[config.mk]
export PLATFORM = sky130hd
export DESIGN_NAME = ft_recovery_ctrl
export DESIGN_NICKNAME = d
export VERILOG_FILES = /design/src/rtl/ft_pkg.sv /design/src/rtl/ft_shadow_rf.sv /design/src/rtl/ft_recovery_ctrl.sv
export SDC_FILE = /design/constraint.sdc
export NUM_CORES = 2
export LEC_CHECK = 0
export CORE_UTILIZATION = 55
export DETAILED_ROUTE_END_ITERATION = 10
export GPL_TIMING_DRIVEN = 0
export HOLD_SLACK_MARGIN = 0.05
export PLACE_DENSITY_LB_ADDON = 0.25
export SYNTH_ARGS = -nofsm -noshare
export SYNTH_HDL_FRONTEND = slang
export SYNTH_HIERARCHICAL = 1
export SYNTH_SLANG_ARGS = --single-unit
[constraint.sdc]
create_clock -name clk_i -period 96.9 [get_ports clk_i]
set_input_delay 14.535 -clock clk_i [delete_from_list [all_inputs] [get_ports clk_i]]
set_output_delay 14.535 -clock clk_i [all_outputs]
set_load 0.05 [all_outputs]
[src/rtl/ft_pkg.sv]
// Shared types for the lockstep recovery controller: FSM state encoding and
// the width of the total-error counter.
package ft_pkg;

   localparam int ERR_CNT_W = 8;

   typedef enum logic [2:0] {
      RUN,
      HALT,
      RESET,
      RESTORE,
      RESUME,
      FATAL
   } ft_rec_state_e;

endpackage

[src/rtl/ft_shadow_rf.sv]
// Shadow copy of the architectural register file: one synchronous write port,
// one combinational read port, x0 reads as zero, cleared by reset.
module ft_shadow_rf #(
   parameter int ADDR_WIDTH = 5,
   parameter int DATA_WIDTH = 32,
   parameter int NUM_REGS   = 32
) (
   input  logic                  clk_i,
   input  logic                  rst_i,
   input  logic                  wr_en_i,
   input  logic [ADDR_WIDTH-1:0] wr_addr_i,
   input  logic [DATA_WIDTH-1:0] wr_data_i,
   input  logic [ADDR_WIDTH-1:0] rd_addr_i,
   output logic [DATA_WIDTH-1:0] rd_data_o
);

   logic [DATA_WIDTH-1:0] mem_q [NUM_REGS];
   logic [DATA_WIDTH-1:0] mem_d [NUM_REGS];

   always_comb begin
      mem_d = mem_q;
      if (wr_en_i && (wr_addr_i != '0) && (32'(wr_addr_i) < NUM_REGS)) begin
         mem_d[wr_addr_i] = wr_data_i;
      end
   end

   // NOTE: the array is reset on purpose -- a reset mid-recovery must leave the
   // shadow reading all zeros, so this cannot be mapped to a RAM macro.
   always_ff @(posedge clk_i or posedge rst_i) begin
      if (rst_i) begin
         for (int i = 0; i < NUM_REGS; i++) begin
            mem_q[i] <= '0;
         end
      end else begin
         mem_q <= mem_d;
      end
   end

   assign rd_data_o = (32'(rd_addr_i) < NUM_REGS) ? mem_q[rd_addr_i] : '0;

endmodule

[src/rtl/ft_recovery_ctrl.sv]
// Lockstep recovery controller: tracks approved commits in a shadow RF and a
// checkpoint PC, and on a comparator mismatch runs halt/reset/restore/resume.
module ft_recovery_ctrl
   import ft_pkg::*;
#(
   parameter int                       ADDR_WIDTH = 5,
   parameter int                       DATA_WIDTH = 32,
   parameter int                       NUM_REGS   = 32,
   parameter int                       RST_CYCLES = 4,
   parameter int                       MAX_RETRY  = 3,
   parameter logic [DATA_WIDTH-1:0]    BOOT_ADDR  = 32'h0000_0080
) (
   input  logic                  clk_i,
   input  logic                  rst_i,
   input  logic                  valid_instr_i,
   input  logic                  error_i,
   input  logic                  we_i,
   input  logic [ADDR_WIDTH-1:0] addr_i,
   input  logic [DATA_WIDTH-1:0] data_i,
   input  logic [DATA_WIDTH-1:0] pc_i,
   output logic                  halt_o,
   output logic                  core_rst_o,
   output logic [DATA_WIDTH-1:0] boot_addr_o,
   output logic                  restore_we_o,
   output logic [ADDR_WIDTH-1:0] restore_addr_o,
   output logic [DATA_WIDTH-1:0] restore_data_o,
   output logic                  recovering_o,
   output logic                  fatal_o,
   output logic [ERR_CNT_W-1:0]  err_count_o
);

   localparam int RST_CNT_W = (RST_CYCLES > 1) ? $clog2(RST_CYCLES) : 1;
   localparam int RETRY_W   = $clog2(MAX_RETRY + 1);
   localparam logic [ADDR_WIDTH-1:0] LAST_ADDR = ADDR_WIDTH'(NUM_REGS - 1);

   ft_rec_state_e          state_q,    state_d;
   logic [RST_CNT_W-1:0]   rst_cnt_q,  rst_cnt_d;
   logic [ADDR_WIDTH-1:0]  rest_addr_q, rest_addr_d;
   logic [DATA_WIDTH-1:0]  ckpt_q,     ckpt_d;
   logic [RETRY_W-1:0]     retry_q,    retry_d;
   logic [ERR_CNT_W-1:0]   err_cnt_q,  err_cnt_d;

   logic good_commit;
   logic bad_commit;

   // Comparator inputs only matter while the cores are actually running.
   assign good_commit = (state_q == RUN) && valid_instr_i && !error_i;
   assign bad_commit  = (state_q == RUN) && valid_instr_i &&  error_i;

   // NOTE: every output and _d signal gets a default first so no path through
   // the case statement can leave one unassigned and infer a latch.
   always_comb begin
      state_d      = state_q;
      rst_cnt_d    = rst_cnt_q;
      rest_addr_d  = rest_addr_q;
      ckpt_d       = ckpt_q;
      retry_d      = retry_q;
      err_cnt_d    = err_cnt_q;
      halt_o       = 1'b0;
      core_rst_o   = 1'b0;
      restore_we_o = 1'b0;
      fatal_o      = 1'b0;

      unique case (state_q)
         RUN: begin
            if (good_commit) begin
               ckpt_d  = pc_i + DATA_WIDTH'(4);
               retry_d = '0;
            end else if (bad_commit) begin
               err_cnt_d = (err_cnt_q == '1) ? err_cnt_q : err_cnt_q + 1'b1;
               retry_d   = retry_q + 1'b1;
               state_d   = (retry_d == RETRY_W'(MAX_RETRY)) ? FATAL : HALT;
            end
         end
         HALT: begin
            halt_o    = 1'b1;
            rst_cnt_d = RST_CNT_W'(RST_CYCLES - 1);
            state_d   = RESET;
         end
         RESET: begin
            halt_o     = 1'b1;
            core_rst_o = 1'b1;
            if (rst_cnt_q == '0) begin
               rest_addr_d = ADDR_WIDTH'(1);
               state_d     = RESTORE;
            end else begin
               rst_cnt_d = rst_cnt_q - 1'b1;
            end
         end
         RESTORE: begin
            halt_o       = 1'b1;
            restore_we_o = 1'b1;
            if (rest_addr_q == LAST_ADDR) begin
               state_d = RESUME;
            end else begin
               rest_addr_d = rest_addr_q + 1'b1;
            end
         end
         RESUME: begin
            halt_o  = 1'b1;
            state_d = RUN;
         end
         FATAL: begin
            halt_o  = 1'b1;
            fatal_o = 1'b1;
         end
         default: state_d = RUN;
      endcase
   end

   // NOTE: sequential state uses non-blocking assignments only, so every flop
   // samples the pre-edge value of the others regardless of statement order.
   always_ff @(posedge clk_i or posedge rst_i) begin
      if (rst_i) begin
         state_q     <= RUN;
         rst_cnt_q   <= '0;
         rest_addr_q <= '0;
         ckpt_q      <= BOOT_ADDR;
         retry_q     <= '0;
         err_cnt_q   <= '0;
      end else begin
         state_q     <= state_d;
         rst_cnt_q   <= rst_cnt_d;
         rest_addr_q <= rest_addr_d;
         ckpt_q      <= ckpt_d;
         retry_q     <= retry_d;
         err_cnt_q   <= err_cnt_d;
      end
   end

   assign restore_addr_o = restore_we_o ? rest_addr_q : '0;
   assign boot_addr_o    = ckpt_q;
   assign recovering_o   = (state_q != RUN);
   assign err_count_o    = err_cnt_q;

   ft_shadow_rf #(
      .ADDR_WIDTH (ADDR_WIDTH),
      .DATA_WIDTH (DATA_WIDTH),
      .NUM_REGS   (NUM_REGS)
   ) u_shadow_rf (
      .clk_i     (clk_i),
      .rst_i     (rst_i),
      .wr_en_i   (good_commit && we_i),
      .wr_addr_i (addr_i),
      .wr_data_i (data_i),
      .rd_addr_i (restore_addr_o),
      .rd_data_o (restore_data_o)
   );

endmodule

==> reports/metrics.csv <==
stage,metric,value,unit
layout,# fillers,6873,
critical_path,WP data required,82.36,ns
layout,proportion of layout cells with a drive suffix above 1,0.331,
power_and_ir_drop,Pleak,26.6,nW
critical_path,Worst setup EP type,output pin,
clock_network,cts repair resizes,0,
routing,via count,32000,
critical_path,Worst path slowest cell,clkdlybuf4s50_1,
logic_synthesis,post-synthesis simple-gate area fraction,0.0430,
logic_synthesis,synthesized-area fraction occupied by adder cells,0.00150,
logic_synthesis,Yosys top cell by area,dfrtp_1,
clock_network,CTS sink count,1076,
floorplan,CORE AREA,0.0901,mm²
timing,clock skew,0.0290,ns
placed_design,Placed Cells,5095,
layout,Util after Layout,0.634,
power_and_ir_drop,switch share,0.217,
clock_network,Worst-Skew Late Latency,0.69,ns
power_and_ir_drop,Pint,0.720,mW
layout,"commonest non-fill, non-tap cell in the layout",dfrtp_1,
timing,actual slew at the worst max-slew pin,1.25,ns
floorplan,num ports,156,
timing,final setup fails,0,
critical_path,Critical Path Max Stage Delay,0.75,ns
timing,Sum Neg Setup Slack,0,ns
layout,nets,4111,
floorplan,die area,0.0923,mm²
critical_path,Setup Crit Path Kind,flip-flop to output pin,
logic_synthesis,post-synth cell types,55,
clock_network,CTS Hold Bufs,0,
run,maxcap violations,0,
global_route,vias in the first global route,32900,
power_and_ir_drop,switching power,0.200,mW
floorplan,Die H,304,µm
placed_design,HPWL Detailed,103,mm
logic_synthesis,Synthesis Warnings,6,
hold_path,Hold Path Depth,1,
logic_synthesis,post-synthesis xor/xnor area fraction,0.00612,
critical_path,"Critical Path, Cell by Cell",buf_2 > nor2b_1 > clkbuf_1 > and3_1 > and2_1 > buf_2 > buf_2 > buf_1 > a22oi_1 > nand3_1 > nand3_1 > clkdlybuf4s50_1,
timing,fin. max-slew vios,0,
floorplan,width of the die,304,µm
layout,fin cells,5297,
critical_path,startpoint types,flip-flop,
logic_synthesis,cell area after synthesis,0.0501,mm²
hold_path,Tightest Hold Check Type,flip-flop to flip-flop,
logic_synthesis,main combinational cell family by area after synthesis,multiplexers,
global_route,initial antenna violation count,1,
logic_synthesis,syn_nets,3835,
logic_synthesis,number of synthesized flops with an enable pin,0,
clock_network,CTS Root Cell,clkbuf_16,
clock_network,Clock transition at path regs,0.05,ns
placed_design,Port Buffers,155,
routing,DRC Markers,0,
layout,most frequent cells in the layout,"1075 x dfrtp_1, 960 x mux2_2, 513 x mux2i_1",
power_and_ir_drop,Tot Pwr,0.920,mW
clock_network,CTS tree,built,
critical_path,"most used cell, CP",buf_2,
routing,Routed Antenna Nets,0,
global_route,largest net degree at the start of global routing,131,
logic_synthesis,asr flop ratio synth,1.00,
critical_path,Crit Path Max Fanout,10,
power_and_ir_drop,PD cells,16.1,mW/mm²
logic_synthesis,Post-Synthesis Mean Instance Area,13.3,µm²
clock_network,postcts setup bufs,0,
routing,Pre-antenna DRT Iters,5,
routing,DR WL/cell,26.1,µm
global_route,first-pass GRT wire length,209,mm
clock_network,htree depth,3,
power_and_ir_drop,maximum vdd drop,0.0154,mV
clock_network,buffer depth of the longest clock path,3,
floorplan,row count,110,
routing,detail-routed via count per cell,6.05,
layout,synthesis-to-finish area growth,14.1,%
critical_path,crit path DAT,5.40,ns
timing,RSZ-0062 raised after global routing,false,
power_and_ir_drop,Clk network pwr share,0.483,
timing,fmax,50.2,MHz
floorplan,Initial Util,0.556,
power_and_ir_drop,combinational share of power,0.028,
routing,initial detailed-routing violation count,2725,
routing,final wirelength,138,mm
logic_synthesis,Synth Area in Compound Gates,0.0456,
logic_synthesis,prevailing post-synth register cell,dfrtp_1,
outcome,status,finished clean,
timing,fin crit period,19.94,ns
logic_synthesis,Synth top area share,0.537,
timing,Final period util,0.206,
clock_network,Num CTS Buffers,110,
logic_synthesis,mux cell area share after synthesis,0.327,
power_and_ir_drop,sequential share of power,0.488,
timing,Fin. Hold Viols,0,
logic_synthesis,post-synthesis sequential area ratio,0.537,
global_route,Total GRT Usage,0.301,
logic_synthesis,Synth Register Bits,1076,
timing,Slew Limit Headroom,0.165,
placed_design,Placer Congestion,0.971,
logic_synthesis,"top cells by area, synth","dfrtp_1 54%, mux2_2 22%, mux2i_1 10%",
global_route,grt total ovfl,0,
logic_synthesis,cells after synthesis,3755,
critical_path,worst reg2reg path depth,10,
## worst max-delay path, delay by kind of cell (launching register included)
kind,cells,cell delay (ns)
AO/OA/AOI/OAI,1,0.18
AND/OR/NAND/NOR,5,1.40
flip-flops,1,0.35
buffers and inverters,6,2.77
## synthesized netlist by cell type (all sizes together) (2+ instances only)
library cell,count
nor2b,3
or2,4
nor3,40
mux2i,513
or3,2
xnor2,14
mux2,997
buf,176
nor3b,4
nor4,2
nand4b,2
nand3,115
o22a,2
a31oi,35
ha,6
a22oi,96
o21ai,4
a21oi,133
nand2b,4
a22o,68
and3,12
and4,2
xor2,21
and2,4
dfrtp,1075
nand4,10
nand3b,5
nand2,133
clkbuf,184
nor2,69
inv,11
## area by class of cell
type                            count  area (µm²)  share of cell area
Antenna cell                        2        5.00           0.0000875
Buffer                            360        1960              0.0342
Clock buffer                      154        3220              0.0563
Clock inverter                     46         587              0.0103
Inverter                           11        48.8            0.000853
Multi-Input combinational cell   2308       21200               0.370
Sequential cell                  1076       26900               0.471
Tap cell                         1176        1470              0.0257
Timing Repair Buffer              164        1790              0.0313
## state kept, by name, summed over array words and instances (netlist names)
register           count
rest_addr_q            5
retry_q                2
u_shadow_rf/mem_q   1024
rst_cnt_q              2
err_count_o            8
boot_addr_o           32
state_q                3
## kinds of logic (layout without fill, tap and decap cells)
family                   count (synthesis)  in the layout
AO/OA/AOI/OAI                          343            343
XOR/XNOR                                35             35
adder cells (fa/ha/maj)                  6              6
buffers and inverters                  371            735
flip-flops                            1076           1076
multiplexers                          1510           1510
other                                    0              2
AND/OR/NAND/NOR                        414            414
## path summary, 6_finish.rpt
check                                     endpoint  slack, ns                     from
hold reg to reg            u_shadow_rf/mem_q[1003]       0.45  u_shadow_rf/mem_q[1003]
max in group asynchronous   u_shadow_rf/mem_q[835]      80.24                    rst_i
setup / recovery                 restore_data_o[9]      76.96               state_q[2]
setup reg to reg            u_shadow_rf/mem_q[537]      93.08               state_q[2]
min in group asynchronous           boot_addr_o[1]      14.40                    rst_i
hold / removal             u_shadow_rf/mem_q[1003]       0.45  u_shadow_rf/mem_q[1003]
## per-stage QoR
step | hold slack, ns | setup slack, ns | cell area, µm²
2_1_floorplan | 0.428 | 53.55 | 50100
3_3_place_gp | 0.439 | 42.04 | 53100
3_5_place_dp | 0.446 | 77.85 | 53400
4_1_cts | 0.459 | 77.09 | 57200
5_1_grt | 0.475 | 76.92 | 57200
6_report | 0.454 | 76.96 | 57200
## power by group through the flow
stage / registers, mW / clock network [mW] / logic [mW]
after global routing: 0.449 / 0.469 / 0.0284
final: 0.449 / 0.445 / 0.0259
after global placement: 0.459 / 0 / 0.0241
after floorplan: 0.458 / 0 / 0.0121
after detailed placement: 0.458 / 0 / 0.0257
after CTS: 0.449 / 0.451 / 0.0258
## metal layers
| metal | wire length, µm | track usage |
|---|---|---|
| met5 | 0 | 0 |
| met4 | 5380 | 0.119 |
| met3 | 9050 | 0.0529 |
| met2 | 63000 | 0.465 |
| met1 | 60900 | 0.423 |
(Power assumes the default switching activity.)
